`src/rtl/scan_sequencer_3b.sv`:
```
// Round-robin slot scanner feeding a 3-to-8 decoder: steps through enabled mask
// slots in ascending order, holding each for a dwell time followed by a blanking gap.
module scan_sequencer_3b #(
  parameter int DWELL_W   = 8,
  parameter int BLANK_CYC = 2
) (
  input  logic               clk,
  input  logic               rst,
  input  logic               run,
  input  logic [DWELL_W-1:0] dwell,
  input  logic [7:0]         mask,
  output logic [2:0]         sel_out,
  output logic               en_out,
  output logic               frame_done,
  output logic               busy
);

  localparam int BW = (BLANK_CYC > 1) ? $clog2(BLANK_CYC + 1) : 1;

  typedef enum logic [1:0] {IDLE, ACTIVE, BLANK} state_t;

  state_t             r_state;
  logic [DWELL_W-1:0] r_dwell_cnt;
  logic [BW-1:0]      r_blank_cnt;

  logic [DWELL_W-1:0] w_dwell_eff;
  logic [2:0]         w_first;
  logic [2:0]         w_next;
  logic               w_wrap;
  logic               w_go;
  logic               w_slot_end;

  assign w_dwell_eff = (dwell == '0) ? DWELL_W'(1) : dwell;
  assign w_go        = run && (mask != 8'h00);

  // A slot ends after its last ACTIVE cycle when there is no blanking,
  // otherwise after its last BLANK cycle.
  assign w_slot_end = ((r_state == ACTIVE) && (r_dwell_cnt <= DWELL_W'(1)) && (BLANK_CYC == 0))
                   || ((r_state == BLANK) && (r_blank_cnt <= BW'(1)));

  always_comb begin
    logic [2:0] cand;
    w_first = 3'd0;
    w_next  = sel_out;
    cand    = 3'd0;
    for (int i = 7; i >= 0; i--) begin
      if (mask[i]) w_first = 3'(i);
    end
    // Walk offsets from far to near so the nearest set bit above the current
    // slot wins; offset 8 aliases to the current slot and is found last.
    for (int k = 8; k >= 1; k--) begin
      cand = sel_out + 3'(k);
      if (mask[cand]) w_next = cand;
    end
    w_wrap = (w_next <= sel_out);
  end

  // NOTE: every state register is assigned with <= so all of them update
  // together on the edge; mixing in = here would create ordering races.
  always_ff @(posedge clk) begin
    if (rst) begin
      r_state     <= IDLE;
      r_dwell_cnt <= '0;
      r_blank_cnt <= '0;
      sel_out     <= 3'd0;
      en_out      <= 1'b0;
      frame_done  <= 1'b0;
      busy        <= 1'b0;
    end else begin
      frame_done <= 1'b0;
      if (w_slot_end) begin
        if (w_go) begin
          r_state     <= ACTIVE;
          sel_out     <= w_next;
          r_dwell_cnt <= w_dwell_eff;
          en_out      <= 1'b1;
          frame_done  <= w_wrap;
        end else begin
          r_state <= IDLE;
          en_out  <= 1'b0;
          busy    <= 1'b0;
        end
      end else begin
        case (r_state)
          IDLE: begin
            en_out <= 1'b0;
            busy   <= 1'b0;
            if (w_go) begin
              r_state     <= ACTIVE;
              sel_out     <= w_first;
              r_dwell_cnt <= w_dwell_eff;
              en_out      <= 1'b1;
              frame_done  <= 1'b1;
              busy        <= 1'b1;
            end
          end
          ACTIVE: begin
            if (r_dwell_cnt > DWELL_W'(1)) begin
              r_dwell_cnt <= r_dwell_cnt - DWELL_W'(1);
            end else begin
              r_state     <= BLANK;
              en_out      <= 1'b0;
              r_blank_cnt <= BW'(BLANK_CYC);
            end
          end
          BLANK: begin
            r_blank_cnt <= r_blank_cnt - BW'(1);
          end
          default: begin
            r_state <= IDLE;
            en_out  <= 1'b0;
            busy    <= 1'b0;
          end
        endcase
      end
    end
  end

endmodule

```
`config.mk`:
```
export PLATFORM = sky130hd
export DESIGN_NAME = scan_sequencer_3b
export DESIGN_NICKNAME = d
export VERILOG_FILES = /design/src/rtl/scan_sequencer_3b.sv
export SDC_FILE = /design/constraint.sdc
export NUM_CORES = 1
export LEC_CHECK = 0
export CELL_PAD_IN_SITES_DETAIL_PLACEMENT = 0
export CELL_PAD_IN_SITES_GLOBAL_PLACEMENT = 1
export CORE_MARGIN = 2
export CORE_UTILIZATION = 45
export DETAILED_ROUTE_END_ITERATION = 10
export HOLD_SLACK_MARGIN = 0.08
export PLACE_DENSITY = 0.95
export SYNTH_ARGS = -nofsm -noshare
export SYNTH_HDL_FRONTEND = slang
export SYNTH_SLANG_ARGS = --single-unit
```
`constraint.sdc`:
```
create_clock -name clk -period 7.5 [get_ports clk]
set_input_delay 1.5 -clock clk [delete_from_list [all_inputs] [get_ports clk]]
set_output_delay 1.5 -clock clk [all_outputs]
set_load 0.1 [all_outputs]
```
=== Yosys cells after proc, flatten, opt, wreduce, memory -nomap -nowiden ===
Cells that the tools add are included.

* Bits in registers: 18
* Bits of input ports: 19
* Output and inout bits: 6
* Word-level logic and storage cells: 107

* Add/subtract/negate cells: 9
* $lt $le $gt $ge: 10
* Equality and inequality tests: 11
* Multiplexer cells: 54
* Bitwise gates (word level): 1
* Reduce and logical (&&, ||, !) cells: 15

{| class="wikitable"
|+ Operators with widths
! kind !! count
|-
| 3-bit two-way mux || 19
|-
| 8-bit two-way mux || 4
|-
| 3-bit by 4-bit less-than comparator with 1-bit output (second input constant) || 7
|-
| 1-bit binary-select mux with 3-bit select || 7
|-
| 1-bit two-way mux || 16
|-
| 8-bit one-hot mux with 2 select lines || 1
|-
| 3-bit adder (second input constant) || 4
|-
| 2-bit inequality test (second input constant) || 5
|-
| 3-bit AND reduction || 3
|-
| 8-bit by 1-bit > comparator with 1-bit output (second input constant) || 1
|-
| 8-bit zero test || 1
|-
| 8-bit nonzero test || 1
|-
| 8-bit by 1-bit subtractor with 8-bit output (second input constant) || 1
|-
| 3-bit by 2-bit adder with 3-bit output (second input constant) || 2
|-
| 2-bit two-way mux || 3
|-
| 3-bit inequality test (second input constant) || 2
|-
| 2-bit one-hot mux with 3 select lines || 1
|-
| 2-bit AND reduction || 3
|-
| 2-bit one-hot mux with 2 select lines || 1
|-
| 2-bit nonzero test || 2
|-
| 3-bit by 1-bit adder with 3-bit output (second input constant) || 1
|-
| 3-bit <= comparator || 1
|-
| 3-bit by 2-bit inequality test with 1-bit output (second input constant) || 1
|-
| 1-bit one-hot mux with 3 select lines || 1
|-
| other kinds (11) || 12
|}

=== Longest topological paths before layout ===
* Word-level depth: 13
* Mapped depth: 18
* Gate-level depth less buffers: 14

=== Least setup slack after synthesis ===
No wires, ideal clock.

* Kind: reg-to-reg
* From: register sel_out[0]
* To: register frame_done
* Library setup time: 0.092 ns
* Data arrival time: 4.279 ns
* Setup slack: 3.129 ns
* Stages on the path, launching flop included: 18
* Buffers on the path: 4
* Clock period less this slack: 4.371 ns
* Path through: dfxtp_1 > buf_6 > buf_6 > clkbuf_1 > inv_1 > ha_1 > buf_2 > mux4_2 > mux2_2 > a311o_1 > a21oi_1 > xnor2_1 > ha_1 > inv_1 > a21o_1 > a21oi_1 > a311oi_1 > nor4_1

* Longest elaborated chain between the ends: 13
* Elaborated cells on any way between the ends: 31
* Those cells by class: 7 x add/sub; 1 x order compare; 23 x mux

{| class="wikitable"
|+ RTL lines
! item !! line !! source
|-
| start: declaration || 12 || <nowiki>output logic [2:0] sel_out,</nowiki>
|-
| start signal: assignment || 74 || <nowiki>sel_out <= w_next;</nowiki>
|-
| start signal: assignment || 90 || <nowiki>sel_out <= w_first;</nowiki>
|-
| 3-bit adder || 52 || <nowiki>cand = sel_out + 3'(k);</nowiki>
|-
| 1-bit binary-select mux with 3-bit select || 53 || <nowiki>if (mask[cand]) w_next = cand;</nowiki>
|-
| 1-bit two-way mux (not written as such) || 53 ||
|-
| 3-bit two-way mux (7 in a row) || 53 ||
|-
| 3-bit <= comparator * || 55 || <nowiki>w_wrap = (w_next <= sel_out);</nowiki>
|-
| 1-bit two-way mux * || 72 || <nowiki>if (w_go) begin</nowiki>
|-
| 1-bit two-way mux * || 71 || <nowiki>if (w_slot_end) begin</nowiki>
|-
| end signal: assignment || 77 || <nowiki>frame_done <= w_wrap;</nowiki>
|-
| end: declaration || 14 || <nowiki>output logic frame_done,</nowiki>
|}

Mark *: on every way between the ends. The rest lies on a longest branch, timed or not. The select of a mux whose other input is x is not followed.
A chain may end at the register's enable or synchronous reset.

=== Worst setup path after layout ===
* From: register sel_out[1]
* To: register frame_done

The elaborated chain is that of the path after synthesis.

==> run_results.csv <==
group,metric,value,unit
timing,setup_violations,0,
placed_design,dpl.hpwl,3832,um
timing,tns,0,ps
route,routed_via_density,6.407,
die,io_pins,25,
clocking,tritoncts,"yes",
timing,fin_skew,1.498,ps
synthesis,syn-cell-area,2069,um^2
global_route,grt_pass1_vias,1897,
placed_design,place_area,2315,um^2
setup_path,end_kind,"flop",
synthesis,synth_top_area_share,17.41,%
synthesis,syn_nets,284,
setup_path,arrival,4550,ps
die,core,4384,um^2
cells_and_area,nNetsFinal,301,
timing,finalCritPeriodShare,58.57,%
power,powerDensity,407.6,nW/um^2
cells_and_area,layout-drive-gt1-share,11.85,%
placed_design,dpl_worst_slack,3013,ps
placed_design,io_buffers,24,
route,vias,2063,
synthesis,synth_edf_count,0,
outcome,status,"finished clean",
clocking,cts.path.max_buffers,2,
clocking,cts_resized,0,
global_route,antenna_found_initial,0,
cells_and_area,antenna_cells,0,
route,drtAntennaViolNets,0,
global_route,grt_pass1_wl,8887,um
global_route,grt-ovfl-total,0,
synthesis,async_flop_share,0,%
route,first_pass_iters,5,
hold_path,hp-class,"flop to flop",
global_route,grt_max_degree,27,
timing,rsz0062_at_grt,"no",
global_route,track_usage,21.11,%
flow_run,drv_cap,0,
cells_and_area,nFillCells,402,
cells_and_area,area_growth,14.51,%
cells_and_area,instances_no_fill,322,
die,die-area,5157,um^2
synthesis,synth_most_common_cell,"nor2_1",
synthesis,synth.distinct_cells,55,
timing,fmax,227.7,MHz
route,drtIter0Drc,204,
placed_design,place_congestion,0.9148,
clocking,cts.hold.buffers_added,0,
synthesis,synth_ff_type,"dfxtp_1",
route,wirelength,5192,um
die,die_h,71.82,um
setup_path,crit_fanout,18,
die,start_util,47.20,%
synthesis,ys.warnings.count,0,
route,wl_per_cell,16.12,um
synthesis,synth_cells,254,
timing,fin_crit,4392,ps
die,num_rows,24,
synthesis,synthTopCellsByCount,"nor2_1, dfxtp_1, a21oi_1",
clocking,h-tree-depth,1,
timing,drv_slew,0,
timing,maxSlewHeadroom,35.47,%
clocking,cts_setup_buffers,0,
cells_and_area,finish.instance_area,2370,um^2
synthesis,synth_seq_cells,18,
setup_path,critPathRequiredTime,7650,ps
synthesis,yosys.area.top_type,"dfxtp_1",
placed_design,dp_cells,318,
clocking,cts_root_buf,"clkbuf_8",
synthesis,synth_area_per_cell,8.148,um^2
timing,setup_ws,3108,ps
route,drc,0,
synthesis,synthTopCellsByArea,"dfxtp_1, mux4_2, ha_1",
power,peakVddDrop,241.0,uV
die,die_x,71.82,um
clocking,clkSinkCount,18,
cells_and_area,fin_util,54.05,%
setup_path,path_class,"flop to flop",
clocking,cts.clk_slew.worst_paths,70,ps
synthesis,seq_area_frac_synth,17.41,%
clocking,clock_latency,260,ps
timing,final_hold_viol_count,0,
timing,tightest_slew,965.0,ps
setup_path,start_kind,"flop",
clocking,cts_buffers,3,
power,leakage,0.0008470,uW
[layout by cell type (no fill, tap or decap), types with 2 or more instances in the layout]
cell              n
o21bai_1          3
clkdlybuf4s50_1  24
nand3_1           6
mux4_2            8
a21bo_2           3
mux2_2           10
inv_1            16
nor2_1           26
o2bb2ai_1         2
o21ai_0          11
a311oi_1          2
and2_1            4
and3_1            3
nor3_1           10
or3_1             2
ha_1             11
a211oi_1          9
xnor2_1           3
clkbuf_8          4
dfxtp_1          18
or4_1             2
nand2_1          16
o31ai_1           2
a31oi_1           5
o21ai_1           4
a21oi_1          17
nor4_1            3
a2111oi_0         2
a221oi_1          3
mux2i_1          10
nand2b_1          7
[report_power, final]
part | switching [uW] | internal (uW) | leakage, uW
Clock | 34.5 | 46.7 | 0.0000288
Combinational | 431 | 283 | 0.000670
Sequential | 40.8 | 130 | 0.000148
[stage by stage]
stage               total power [uW]  hold WS [ps]
floorplan                      733.8         456.8
global placement               866.3         475.7
detailed placement             870.9         477.7
CTS                            957.6         494.7
global route                    1044         523.5
finish                         965.9         489.7
[metal layers]
layer  vias to the layer above  share of wire [%]  track usage (%)
met5                         -                  0                0
met2                        78                 45            31.28
met3                         8                5.6            3.376
met4                         0               0.69            5.031
li1                       1000                  -                -
met1                       977                 49            31.94
[registers in the layout (all words and copies together), names as in the netlist]
name         count
r_dwell_cnt      8
sel_out          3
r_blank_cnt      2
r_state          2
busy             1
en_out           1
frame_done       1
[final cells by class]
class                      instances  area [um^2]  share of cell area, %
clock buffer                       4        55.05                  2.323
inverter                          17        63.81                  2.693
multi-input combinational        206         1578                  66.58
sequential                        18        360.3                  15.21
tap                               52        65.06                  2.746
timing repair buffer              25        247.7                  10.45
[worst max-delay path, cell delays in order (launching register included)]
cell	delay [ps]
dfxtp_1	730
clkinv_1	440
ha_1	700
mux4_2	650
mux2_2	310
a311o_1	370
a21oi_1	170
xnor2_1	140
ha_1	150
inv_1	40
a21o_1	170
a21oi_1	130
a311oi_1	60
nor4_1	220
[worst paths after layout]
path	from	endpoint	slack (ps)	cells after the start
max reg2reg	sel_out[1]$_SDFFE_PP0P_	frame_done$_SDFF_PP0_	3110	13
max	sel_out[1]$_SDFFE_PP0P_	frame_done$_SDFF_PP0_	3110	13
min	r_blank_cnt[1]$_SDFFE_PP0P_	r_blank_cnt[1]$_SDFFE_PP0P_	490	2
min reg2reg	r_blank_cnt[1]$_SDFFE_PP0P_	r_blank_cnt[1]$_SDFFE_PP0P_	490	2
[kinds of logic after synthesis]
group	share of synthesized area, %
AOI/OAI and AO/OA	29.69
and+or+nand+nor	18.32
buffers and inverters	6.348
muxes	18.98
DFF	17.41
adders and majority gates	6.650
xor gates and xnor gates	2.600
Note: power is estimated with default switching activity, not from simulation.
